$ cat src/rtl/sid_pkg.sv
// sid_pkg: shared widths and state type for the SID voice VCA slice.
//   SID_WAVE_W    - oscillator waveform width (unsigned offset-binary)
//   SID_ENV_W     - envelope volume width (unsigned)
//   SID_VCA_OUT_W - signed product width presented to the voice mixer
//   vca_state_t   - VCA control states, also exported on the debug port
package sid_pkg;

    localparam int SID_WAVE_W    = 12;
    localparam int SID_ENV_W     = 8;
    localparam int SID_VCA_OUT_W = SID_WAVE_W + SID_ENV_W;

    typedef enum logic [1:0] {
        IDLE = 2'd0,
        MUL  = 2'd1,
        DONE = 2'd2
    } vca_state_t;

endpackage

$ cat src/rtl/sid_serial_mul.sv
// sid_serial_mul: signed x unsigned shift-add multiplier, one multiplier bit
// per clock.
//   clk, reset : clock, asynchronous active-high reset
//   start      : load operands, clear accumulator, begin at bit 0 (wins over
//                an operation already in flight)
//   a          : signed multiplicand, A_W bits
//   b          : unsigned multiplier, B_W bits
//   acc        : running / final product, P_W bits signed
//   done       : high during the cycle whose edge adds the last multiplier bit
module sid_serial_mul #(
    parameter int A_W = 12,
    parameter int B_W = 8,
    parameter int P_W = A_W + B_W
) (
    input  logic                  clk,
    input  logic                  reset,
    input  logic                  start,
    input  logic signed [A_W-1:0] a,
    input  logic        [B_W-1:0] b,
    output logic signed [P_W-1:0] acc,
    output logic                  done
);

    localparam int CNT_W = (B_W > 1) ? $clog2(B_W) : 1;
    localparam logic [CNT_W-1:0] LAST = CNT_W'(B_W - 1);

    logic signed [P_W-1:0] a_ext;
    logic        [B_W-1:0] b_r;
    logic        [CNT_W-1:0] cnt;
    logic                  run;

    // Every bit position costs one clock whether or not it adds, so the
    // latency is independent of the operand values.
    always_ff @(posedge clk or posedge reset) begin
        if (reset) begin
            a_ext <= '0;
            b_r   <= '0;
            acc   <= '0;
            cnt   <= '0;
            run   <= 1'b0;
        end else if (start) begin
            a_ext <= {{(P_W-A_W){a[A_W-1]}}, a};
            b_r   <= b;
            acc   <= '0;
            cnt   <= '0;
            run   <= 1'b1;
        end else if (run) begin
            if (b_r[cnt]) begin
                acc <= acc + (a_ext <<< cnt);
            end
            cnt <= cnt + 1'b1;
            if (cnt == LAST) begin
                run <= 1'b0;
            end
        end
    end

    assign done = run && (cnt == LAST);

endmodule

$ cat src/rtl/sid_voice_vca.sv
// sid_voice_vca: voltage-controlled amplifier for one SID voice.
// Captures wave/vol on each clk_en strobe, multiplies the centred waveform by
// the volume serially, and presents a registered signed product.
//   clk, reset : clock, asynchronous active-high reset
//   clk_en     : sample strobe; capture operands and start a multiply
//   wave       : oscillator output, unsigned offset-binary
//   vol        : envelope volume, unsigned
//   out        : signed product, held between updates
//   out_valid  : one-cycle pulse when out updates
//   busy       : multiply in progress
//   overrun    : sticky, a strobe arrived while busy (cleared by reset only)
//   state      : current control state (debug)
// Optional build macro SID_VCA_DC_OFFSET_EN: adds DC_OFFSET to the centred
// waveform at capture and clamps to the signed WAVE_W range. Without it the
// DC_OFFSET parameter does not exist and no clamp logic is built.
module sid_voice_vca
    import sid_pkg::*;
#(
    parameter int WAVE_W = SID_WAVE_W,
    parameter int ENV_W  = SID_ENV_W
`ifdef SID_VCA_DC_OFFSET_EN
    ,
    parameter logic signed [12:0] DC_OFFSET = 13'sd0
`endif
) (
    input  logic                             clk,
    input  logic                             reset,
    input  logic                             clk_en,
    input  logic        [WAVE_W-1:0]         wave,
    input  logic        [ENV_W-1:0]          vol,
    output logic signed [WAVE_W+ENV_W-1:0]   out,
    output logic                             out_valid,
    output logic                             busy,
    output logic                             overrun,
    output vca_state_t                       state
);

    localparam int P_W = WAVE_W + ENV_W;

    logic signed [WAVE_W-1:0] a_cent;
    logic signed [P_W-1:0]    mul_acc;
    logic                     mul_done;
    logic                     mul_start;
    logic                     out_load;
    logic                     ovr_set;
    vca_state_t               state_next;

`ifdef SID_VCA_DC_OFFSET_EN
    localparam logic signed [WAVE_W+1:0] HALF  = (WAVE_W+2)'(2**(WAVE_W-1));
    localparam logic signed [WAVE_W+1:0] A_MAX = (WAVE_W+2)'(2**(WAVE_W-1) - 1);
    localparam logic signed [WAVE_W+1:0] A_MIN = -HALF;
    localparam logic signed [WAVE_W+1:0] DC_EXT = (WAVE_W+2)'(DC_OFFSET);

    logic signed [WAVE_W+1:0] a_sum;

    always_comb begin
        a_sum = $signed({2'b00, wave}) - HALF + DC_EXT;
        if (a_sum > A_MAX) begin
            a_cent = A_MAX[WAVE_W-1:0];
        end else if (a_sum < A_MIN) begin
            a_cent = A_MIN[WAVE_W-1:0];
        end else begin
            a_cent = a_sum[WAVE_W-1:0];
        end
    end
`else
    // Subtracting the mid-scale code from offset-binary is just an MSB flip.
    assign a_cent = {~wave[WAVE_W-1], wave[WAVE_W-2:0]};
`endif

    sid_serial_mul #(
        .A_W (WAVE_W),
        .B_W (ENV_W),
        .P_W (P_W)
    ) u_mul (
        .clk   (clk),
        .reset (reset),
        .start (mul_start),
        .a     (a_cent),
        .b     (vol),
        .acc   (mul_acc),
        .done  (mul_done)
    );

    // A strobe in MUL or DONE restarts the multiplier with the new operands;
    // the abandoned product never reaches out.
    always_comb begin
        state_next = state;
        mul_start  = 1'b0;
        out_load   = 1'b0;
        ovr_set    = 1'b0;
        case (state)
            IDLE: begin
                if (clk_en) begin
                    mul_start  = 1'b1;
                    state_next = MUL;
                end
            end
            MUL: begin
                if (clk_en) begin
                    mul_start  = 1'b1;
                    ovr_set    = 1'b1;
                    state_next = MUL;
                end else if (mul_done) begin
                    state_next = DONE;
                end
            end
            DONE: begin
                if (clk_en) begin
                    mul_start  = 1'b1;
                    ovr_set    = 1'b1;
                    state_next = MUL;
                end else begin
                    out_load   = 1'b1;
                    state_next = IDLE;
                end
            end
            default: begin
                state_next = IDLE;
            end
        endcase
    end

    always_ff @(posedge clk or posedge reset) begin
        if (reset) begin
            state     <= IDLE;
            out       <= '0;
            out_valid <= 1'b0;
            busy      <= 1'b0;
            overrun   <= 1'b0;
        end else begin
            state     <= state_next;
            out_valid <= out_load;
            busy      <= (state_next != IDLE);
            if (out_load) begin
                out <= mul_acc;
            end
            if (ovr_set) begin
                overrun <= 1'b1;
            end
        end
    end

endmodule
$ cat config.mk
export PLATFORM = sky130hd
export DESIGN_NAME = sid_voice_vca
export DESIGN_NICKNAME = d
export VERILOG_FILES = /design/src/rtl/sid_pkg.sv /design/src/rtl/sid_serial_mul.sv /design/src/rtl/sid_voice_vca.sv
export SDC_FILE = /design/constraint.sdc
export NUM_CORES = 1
export LEC_CHECK = 0
export ABC_AREA = 0
export CAP_MARGIN = 15
export CORE_ASPECT_RATIO = 1.75
export CORE_MARGIN = 2
export CORE_UTILIZATION = 39
export DETAILED_ROUTE_END_ITERATION = 6
export PLACE_DENSITY = 0.57
export SLEW_MARGIN = 20
export SYNTH_ARGS = -nofsm -noshare
export SYNTH_HDL_FRONTEND = slang
export SYNTH_SLANG_ARGS = --single-unit
$ cat constraint.sdc
create_clock -name clk -period 3.33 [get_ports clk]
set_input_delay 0.333 -clock clk [delete_from_list [all_inputs] [get_ports clk]]
set_output_delay 0.333 -clock clk [all_outputs]
set_load 0.01 [all_outputs]
==> impl_metrics.csv <==
group,metric,value,unit
outcome,status,"completed",
synthesis,yosysSeqAreaShare,0.4132,
synthesis,synthMuxAreaShare,0.1246,
sta,period_share,0.9269,
sta,timing.slew.headroom,0.4637,
sta,grt_setup_unrepaired,"no",
sta,final_hold_viol_count,0,
synthesis,synth_top_area_cell,"dfrtp_1",
cells_and_area,nets,548,
power,power_density,636.4,nW/um^2
detailed_routing,dr.max_layer_used,"met4",
setup_path,endpoint_kind,"register",
setup_path,worstPathArrival,3340,ps
detailed_routing,via_count,3367,
cts,cts_tree,"built",
sta,period_needed,3086,ps
cells_and_area,final_core_util,0.4867,
detailed_routing,wirelength,9396,um
synthesis,synth_top_cell_area_share,0.4132,
cells_and_area,syn_to_final_growth,23.14,%
detailed_routing,first_pass_iters,6,
synthesis,synth_top_family_by_area,"simple AND/OR/NAND/NOR gates",
cts,post_cts_buffers,0,
synthesis,ys_warn_count,0,
synthesis,syn-num-nets,500,
cells_and_area,fin_cells,634,
grt,grt_pass1_wl,16440,um
place,hpwl,7132,um
synthesis,yosysUniqueCellTypes,51,
sta,fmax,324.0,MHz
detailed_routing,routed-wl-met3,369,um
floorplan,die_w,82.25,um
sta,tns,0,ps
synthesis,ys.flop_type,"dfrtp_1",
cts,cts_max_path_buffers,2,
grt,grt_use_total,0.1834,
synthesis,yosys.area_share.simple,0.1832,
synthesis,synth_edf_count,0,
place,post-place-ws,122.2,ps
setup_path,critPathKind,"reg -> reg",
grt,antenna_found_initial,0,
setup_path,start_kind,"register",
floorplan,die_area,11590,um^2
cts,htreeDepth,3,
detailed_routing,vias_per_cell,5.311,
job,cap_violations,0,
setup_path,critPathRequiredTime,3590,ps
cells_and_area,drive_gt1_frac,0.1409,
hold_path,hp-class,"in -> async",
sta,final.setup_skew,7.064,ps
synthesis,netlist_area,4179,um^2
detailed_routing,avgRoutedWirePerCell,14.82,um
floorplan,die_h,140.9,um
grt,grt_pass1_vias,3426,
grt,overflow,0,
cts,clkTransAtPathRegs,60,ps
detailed_routing,route.met2.wl,5183,um
synthesis,synth_compound_area_frac,0.1398,
floorplan,fp.coreArea,10570,um^2
setup_path,cp_max_fo,7,
floorplan,ioPinCount,48,
synthesis,synth_xor_area_frac,0.02305,
cts,cts_hold_buffers,0,
power,ir_worst_vdd,0.2888,mV
cts,cts_buffers,9,
cells_and_area,diodes,0,
power,p_leak,2.439,nW
synthesis,synth_fa_ha_area_frac,0.07964,
floorplan,row_count,50,
setup_path,timing.rr.end,"u_mul.acc[18]",
cts,cts.repair.resized,0,
setup_path,reg2reg_depth,11,
synthesis,syn-instance-count,451,
synthesis,synth-seq-cells,69,
detailed_routing,post-route-drc-count,0,
power,total_power,0.003275,W
cts,root_buffer,"clkbuf_16",
cts,clock-sinks,69,
synthesis,async_flop_share,1.000,
detailed_routing,wl_met1,3619,um
sta,setup_violations,0,
cts,clkLatencyLatePin,340,ps
sta,setup_ws,243.5,ps
setup_path,r2r-start,"u_mul.cnt[1]",
sta,report.final.slew_viol_count,0,
floorplan,start_util,0.3953,
sta,worstMarginPinSlew,800.8,ps
grt,grt_start_max_net_pins,30,
detailed_routing,drtAntennaViolNets,0,
place,io_buffers,47,
synthesis,synthTopCellsByArea,"dfrtp_1, nand2_1, ha_1",
place,routabilityCongestion,0.8772,
detailed_routing,drt_first_iter_violations,274,
synthesis,syn_avg_cell_area,9.266,um^2
setup_path,ff2ff_setup_slack,240,ps
place,dp_cells,618,
==> sequential cells by signal (all words and copies together) (netlist names) <==
signal	cells
state	2
out	20
u_mul.b_r	8
u_mul.cnt	3
u_mul.run	1
out_valid	1
u_mul.a_ext	12
busy	1
u_mul.acc	20
overrun	1
==> cell usage in the layout (no fill, tap or decap), types with 8 or more instances in the layout <==
master           Yosys  layout
a21o_1               9       9
a21oi_1             27      26
buf_4                0      15
clkbuf_16            0       9
clkdlybuf4s50_1      0      47
dfrtp_1             69      68
ha_1                25      24
inv_1               10       9
mux2_2              26      26
mux2i_1             16      16
nand2_1            102     102
nand3_1             12      12
nor2_1              19      19
nor3_1              11      11
o21ai_0             22      22
xnor2_1              8       8
==> kinds of logic after synthesis <==
kind of cell / Yosys count
and+or+nand+nor: 173
AOI/OAI and AO/OA: 92
DFF: 69
muxes: 45
buffers and inverters: 35
adders and majority gates: 26
xor gates and xnor gates: 11
==> worst max-delay path by stage <==
stage	start	end	slack, ps	cells past startpoint
after floorplan	u_mul.cnt[1]	u_mul.acc[18]	310	12
after global placement	u_mul.cnt[1]	u_mul.acc[18]	200	11
after detailed placement	u_mul.cnt[1]	u_mul.acc[19]	120	12
after CTS	u_mul.cnt[1]	u_mul.acc[19]	120	12
after global routing	u_mul.cnt[1]	u_mul.acc[18]	20	13
final	u_mul.cnt[1]	u_mul.acc[18]	240	11
==> area by class of cell <==
| type | instances | area [um^2] |
|---|---|---|
| fillers | 1009 | 5426 |
| clock inverters | 4 | 70.07 |
| repair buffers | 62 | 583.1 |
| inverters | 10 | 37.54 |
| multi-input cells | 347 | 2308 |
| well taps | 130 | 162.7 |
| flip-flops and latches | 69 | 1728 |
| clock buffers | 12 | 256.5 |
==> through the flow <==
stage / instance area [um^2] / hold slack [ps]
2_1_floorplan: 4179 / 399.8
3_3_place_gp: 4812 / 441.9
3_5_place_dp: 4812 / 446.7
4_1_cts: 5139 / 400.5
5_1_grt: 5146 / 455.3
6_report: 5146 / 375.7
==> report_power, final <==
| part | switching [W] | internal (W) | leakage (nW) |
|---|---|---|---|
| logic | 0.000641 | 0.000521 | 1.39 |
| clock network | 0.000355 | 0.000693 | 0.163 |
| registers | 0.000110 | 0.000956 | 0.891 |
| total | 0.00110 | 0.00217 | 2.44 |
==> cell usage after synthesis (4+ instances only) <==
library cell and n:
nor3_1 11, ha_1 25, dfrtp_1 69, inv_1 10, nor2_1 19, a21o_1 9, a211oi_1 4, nand2b_1 5
buf_2 5, nand4_1 6, mux2_2 26, xnor2_1 8, buf_1 4, clkbuf_1 14, nand3_1 12, nand2_1 102
o211ai_1 4, o21ai_0 22, mux2i_1 16, a21oi_1 27, o21bai_1 5
==> worst max-delay path: stages (launching register included) <==
cell      delay, ps
dfrtp_2         440
buf_4           190
mux2_2          360
o211ai_1        190
o21ai_0         150
ha_1            370
a21o_1          190
or3_1           370
o21ai_2         230
nor3_2           90
mux2_4          300
o22ai_1         130
==> routing by layer <==
layer,GRT usage,up-vias
li1,-,1676
met1,0.2048,1605
met2,0.3251,67
met3,0.04097,19
met4,0.07368,0
met5,0,-
Note: power is estimated with default switching activity, not from simulation.
